`src/rtl/nibble_cascade_comparator.sv`:
```
// Serial magnitude comparator: two operands arrive one nibble pair per beat,
// most significant nibble first. The first unequal nibble decides the result;
// the remaining beats of that pair are still consumed but do not alter it.
//
// state   | meaning
// --------+-----------------------------------------------------------
// COLLECT | accepting nibble pairs, cascade state being built
// HOLD    | final result presented on out_*, waiting for out_ready
module nibble_cascade_comparator #(
    parameter int NIBBLES = 4,
    parameter bit SIGNED  = 1'b0
) (
    input  logic       clk,
    input  logic       rst_n,
    input  logic       flush,
    input  logic       in_valid,
    output logic       in_ready,
    input  logic [3:0] in_a,
    input  logic [3:0] in_b,
    output logic       out_valid,
    input  logic       out_ready,
    output logic       out_gt,
    output logic       out_eq,
    output logic       out_lt,
    output logic       out_busy
);

    localparam int CW = $clog2(NIBBLES);
    localparam logic [CW-1:0] LAST = CW'(NIBBLES - 1);

    typedef enum logic {COLLECT = 1'b0, HOLD = 1'b1} state_t;

    state_t        state_q, state_d;
    logic [CW-1:0] cnt_q, cnt_d;
    logic          gt_q, eq_q, lt_q;
    logic          gt_d, eq_d, lt_d;
    logic          accept;
    logic [3:0]    a_adj, b_adj;

    assign in_ready  = (state_q == COLLECT) || (state_q == HOLD && out_ready);
    assign accept    = in_valid && in_ready && !(flush && state_q == COLLECT);
    assign out_valid = (state_q == HOLD);
    assign out_gt    = out_valid && gt_q;
    assign out_eq    = out_valid && eq_q;
    assign out_lt    = out_valid && lt_q;
    assign out_busy  = (state_q == COLLECT) && (cnt_q != '0);

    // Flipping the sign bit of the top nibble maps two's-complement order onto
    // unsigned order, so the rest of the cascade stays a plain unsigned compare.
    always_comb begin
        a_adj = in_a;
        b_adj = in_b;
        if (SIGNED && cnt_q == '0) begin
            a_adj[3] = ~in_a[3];
            b_adj[3] = ~in_b[3];
        end
    end

    // Next state, beat counter and cascade update.
    always_comb begin
        logic base_gt, base_eq, base_lt;
        state_d = state_q;
        cnt_d   = cnt_q;
        gt_d    = gt_q;
        eq_d    = eq_q;
        lt_d    = lt_q;
        base_gt = gt_q;
        base_eq = eq_q;
        base_lt = lt_q;

        case (state_q)
            COLLECT: begin
                if (flush) begin
                    cnt_d = '0;
                    gt_d  = 1'b0;
                    eq_d  = 1'b1;
                    lt_d  = 1'b0;
                end else if (accept) begin
                    if (cnt_q == LAST) begin
                        cnt_d   = '0;
                        state_d = HOLD;
                    end else begin
                        cnt_d = cnt_q + CW'(1);
                    end
                end
            end
            HOLD: begin
                if (out_ready) begin
                    state_d = COLLECT;
                    base_gt = 1'b0;
                    base_eq = 1'b1;
                    base_lt = 1'b0;
                    gt_d    = 1'b0;
                    eq_d    = 1'b1;
                    lt_d    = 1'b0;
                    // A beat taken in the release cycle is beat 0 of the next
                    // pair; NIBBLES >= 2 so it can never also be the last beat.
                    if (accept) begin
                        cnt_d = cnt_q + CW'(1);
                    end
                end
            end
            default: state_d = COLLECT;
        endcase

        if (accept && base_eq) begin
            gt_d = (a_adj > b_adj);
            lt_d = (a_adj < b_adj);
            eq_d = (a_adj == b_adj);
        end else if (accept) begin
            gt_d = base_gt;
            eq_d = base_eq;
            lt_d = base_lt;
        end
    end

    // State, counter and cascade registers.
    always_ff @(posedge clk or negedge rst_n) begin
        if (!rst_n) begin
            state_q <= COLLECT;
            cnt_q   <= '0;
            gt_q    <= 1'b0;
            eq_q    <= 1'b1;
            lt_q    <= 1'b0;
        end else begin
            state_q <= state_d;
            cnt_q   <= cnt_d;
            gt_q    <= gt_d;
            eq_q    <= eq_d;
            lt_q    <= lt_d;
        end
    end

endmodule
```
`config.mk`:
```
export PLATFORM = sky130hd
export DESIGN_NAME = nibble_cascade_comparator
export DESIGN_NICKNAME = d
export VERILOG_FILES = /design/src/rtl/nibble_cascade_comparator.sv
export SDC_FILE = /design/constraint.sdc
export NUM_CORES = 1
export LEC_CHECK = 0
export ABC_AREA = 1
export CAP_MARGIN = 5
export CORE_MARGIN = 2
export CORE_UTILIZATION = 35
export CTS_CLUSTER_DIAMETER = 30
export DETAILED_ROUTE_END_ITERATION = 6
export GPL_ROUTABILITY_DRIVEN = 0
export HOLD_SLACK_MARGIN = 0.03
export PLACE_DENSITY = 0.65
export SYNTH_ARGS = -nofsm -noshare
export SYNTH_HDL_FRONTEND = slang
export SYNTH_SLANG_ARGS = --single-unit
```
`constraint.sdc`:
```
create_clock -name clk -period 1.7 [get_ports clk]
set_clock_uncertainty 0.2 [all_clocks]
set_input_delay 0.425 -clock clk [delete_from_list [all_inputs] [get_ports clk]]
set_output_delay 0.425 -clock clk [all_outputs]
set_load 0.005 [all_outputs]
```
Word-level counts from Yosys, hierarchy flattened:

Index checks and enable logic that the tools add are counted.

* add/sub/neg operators: 1
* magnitude comparators: 2
* equal/unequal tests: 7
* mux-type cells: 28
* bitwise gates (word level): 1
* reductions and logical operators: 14

Operator list (number)
* $mux 1: 18
* $mux 2: 5
* $logic_and 1x1->1: 9
* $pmux 1 s2: 4
* $eq 4x4->1: 1
* $gt 4x4->1: 1
* $lt 4x4->1: 1
* $ne 4x3->1 const B: 1
* $pmux 2 s2: 1
* $ne 3x2->1 const B: 1
* $ne 3x3->1 const B: 1
* $reduce_and 3->1: 1
* $add 2x1->2 const B: 1
* $eq 2x2->1 const B: 1
* $ne 2x1->1 const B: 1
* $ne 2x2->1 const B: 1
* $reduce_and 2->1: 1
* $reduce_bool 2->1: 1
* $logic_not 1->1: 1
* $logic_or 1x1->1: 1
* $not 1->1: 1

* bits in registers: 6
* input bits: 13
* output and inout bits: 6
* logic and storage cells: 58

Logic depth before layout (Yosys ltp):

* word-level depth: 7
* mapped depth: 8
* depth with buffers taken out: 8

Worst setup path after synthesis:

Ideal clock, no wire load.

* kind: input to register
* start: input in_b[1]
* end: register lt_q
* setup time: 0.065 ns
* arrival: 1.234 ns
* data required time: 1.435 ns
* slack: 0.201 ns
* stages: 8
* path buffers: 0
* cell sequence: inv_1 ha_1 inv_1 nor2_1 o21ai_0 nand2_1 or2_0 nand2_1

* cells in the longest elaborated chain, start to end: 2

RTL lines
* start, declared: RTL line 19 `input logic [3:0] in_b,`
* $lt 4x4->1: RTL line 108 `lt_d = (a_adj < b_adj);`
* $mux 1: RTL line 106 `if (accept && base_eq) begin`
* end signal, assigned: RTL line 130 `lt_q <= lt_d;`
* end, declared: RTL line 35 `logic gt_q, eq_q, lt_q;`

No other way between the ends.
A chain may end at the register's enable or synchronous reset.

Worst setup path in the final report:

* start: register cnt_q[0]
* end: output out_busy

* cells in the longest elaborated chain, start to end: 2

RTL lines
* start, declared: RTL line 34 `logic [CW-1:0] cnt_q, cnt_d;`
* start signal, assigned: RTL line 127 `cnt_q <= cnt_d;`
* $reduce_bool 2->1: RTL line 46 `assign out_busy = (state_q == COLLECT) && (cnt_q != '0);`
* $logic_and 1x1->1: RTL line 46
* end, declared: RTL line 25 `output logic out_busy`

No other way between the ends.

==> results.ini <==
[die]
fp.dieH_um = 42.8
rows = 13
start_util_pct = 39.0
die_x_um = 42.8
core_mm2 = 0.00135
dieArea_mm2 = 0.00183
io_pins = 19

[pwr]
switching_share_pct = 29.6
p_sw_uw = 146
sequentialPowerShare_pct = 34.2
ir_worst_vdd_mv = 0.532
combPwrFrac_pct = 37.8
pwr_density_cell_mw_per_mm2 = 549
p_int_uw = 348
pwr-share-clk_pct = 28.0
leakage_nw = 0.529

[clock_network]
clock_path_buffers = 2
hold_buffers = 0
htree_levels = 1
clock-sinks = 6
insertion_delay_ns = 0.24
cts_tree = built
cts_root_buffer = clkbuf_4
path_clk_slew_ns = 0.05
cts_buffers = 3

[timing]
setup_violations = 0
fmax_ghz = 0.610
fin_crit_sh_pct = 96.4
worstMarginPinSlew_ns = 0.409
rsz0062_at_grt = false
maxSlewHeadroom_pct = 72.5
maxSlewViolCount = 0
final_hold_viol_count = 0
post-route-min-period_ns = 1.64

[yosys]
synth-adder-area-share_pct = 14.3
syn_avg_cell_area_um2 = 7.42
synth_compound_area_share_pct = 10.9
synth-simple-area-share_pct = 32.5
synth_seq_area_share_pct = 28.7
ys_ff_latch = 6
synth_cell_types = 20
synth_top_family_by_area = simple AND/OR/NAND/NOR gates
syn_nets = 90
synth_mux_area_share_pct = 0
syn-instance-count = 71
yosys_warnings = 0
synth-xor-area-share_pct = 0
synth_area_um2 = 527

[finish]
drive_gt1_share_pct = 39.1
fin_cells = 125
antennaDiodeCount = 0
fin_nets = 130
layout_common_cells = 17 x nand2_1, 15 x buf_4, 12 x inv_1, 5 x dlygate4sd2_1
final_common_cell = nand2_1
area_delta_synth_final_pct = 71.0
utilization_pct = 66.7

[drt]
first_pass_iters = 4
via_per_inst = 4.78
drtIter0Drc = 4
num_vias = 598
wirelength_mm = 1.43
ant_nets = 0
drc = 0
avgRoutedWirePerCell_um = 11.4

[setup_path]
critPathMaxFanout = 2
cp-end-kind = output port
r2r_slack_ns = 0.10
cp.arrival_ns = 1.01
crit_required_ns = 1.07
crit_path_start_kind = flop
crit_type = reg -> out
critPathSlowestCell = dfrtp_1
crit_path_cell_trace = inv_1 -> ha_2 -> nor2_1 -> buf_2
cpPeakStageDelay_ns = 0.34

[worst_hold_path]
hold_path.class = in -> async

[global_route]
antenna_found_initial = 0
first_global_vias = 537
grt_usage_pct = 15.0
grt_overflow = 0
grt_max_degree = 8
grt_pass1_wl_mm = 2.10

[status]
outcome = complete, no violations

[placed_design]
hpwl_um = 964
dp.cells = 115
io_buffer_count = 18

[run]
maxCapViolations = 0

-- sequential cells by signal, summed over array words and instances (netlist names) --
register,cells
cnt_q,2
eq_q,1
gt_q,1
lt_q,1
out_valid,1
-- routing by layer --
layer / share of wire (%) / wire, um / track usage [%] / up-vias
met2: 52 / 742 / 25.8 / 16
met4: 2.2 / 32 / 7.50 / 0
met5: 0 / 0 / 0 / -
met1: 42 / 594 / 19.1 / 274
li1: - / - / - / 304
met3: 3.9 / 55 / 0 / 4
-- area by class of cell --
class	instances	area (um2)
repair buffers	36	303
clock buffers	4	26.3
fillers	116	449
inverters	16	60.1
well taps	15	18.8
flip-flops and latches	6	153
multi-input cells	48	340
-- Yosys cell counts, drive strengths merged --
cell type | count | area (um2)
o22ai | 1 | 6.26
dfrtp | 5 | 125
a21oi | 4 | 23.8
or2 | 1 | 6.26
buf | 1 | 11.3
nor2 | 5 | 18.8
inv | 16 | 60.1
nand3 | 1 | 5.00
o211ai | 1 | 7.51
ha | 6 | 75.1
dfstp | 1 | 26.3
o21ai | 4 | 20.0
nand4 | 3 | 33.8
nand2 | 21 | 101
nor4 | 1 | 6.26
-- worst max-delay path, delay by kind of cell, from the launching register on --
family / cells / cell delay [ns]
flops: 1 / 0.34
buf+inv: 2 / 0.18
fa+ha+maj: 1 / 0.17
simple gates: 1 / 0.09
-- power groups by stage --
| stage | clock [mW] | sequential (mW) | combinational, mW |
|---|---|---|---|
| 6_report | 0.138 | 0.169 | 0.187 |
| 2_1_floorplan | 0 | 0.168 | 0.0758 |
| 5_1_grt | 0.154 | 0.170 | 0.207 |
| 4_1_cts | 0.146 | 0.168 | 0.172 |
| 3_3_place_gp | 0 | 0.171 | 0.161 |
| 3_5_place_dp | 0 | 0.171 | 0.163 |
-- logic make-up after synthesis --
group / Yosys count
adder cells (fa/ha/maj): 6
AND/OR/NAND/NOR: 32
flip-flops: 6
AO/OA/AOI/OAI: 10
buffers and inverters: 17
-- path summary, 6_finish.rpt --
path,startpoint,end,cells after the start
min in group clk,gt_q,gt_q,2
setup / recovery,cnt_q[0],out_busy,4
hold reg to reg,gt_q,gt_q,2
hold / removal,rst_n,lt_q,1
max in group asynchronous,rst_n,eq_q,1
setup reg to reg,out_valid,cnt_q[0],6
-- stage by stage --
stage	worst slack (ns)	cell area (um2)	TNS (ns)	hold slack [ns]	power [mW]
3_3_place_gp	-0.433	805	-2.18	0.260	0.331
2_1_floorplan	0.201	527	0	-0.0706	0.244
3_5_place_dp	-0.445	805	-2.22	0.266	0.334
6_report	0.0613	901	0	0.206	0.494
4_1_cts	-0.0970	875	-0.332	0.206	0.485
5_1_grt	0.00214	901	0	0.221	0.532
-- what timing repair did --
item | in CTS | in global routing
resized for setup | 21 | 19
pin swaps | 4 | 12
hold endpoints to repair | 0 | 0
setup buffers | 4 | 2
endpoints found under the setup margin | 8 | 9
No activity file was read; power rests on OpenSTA's default activity.
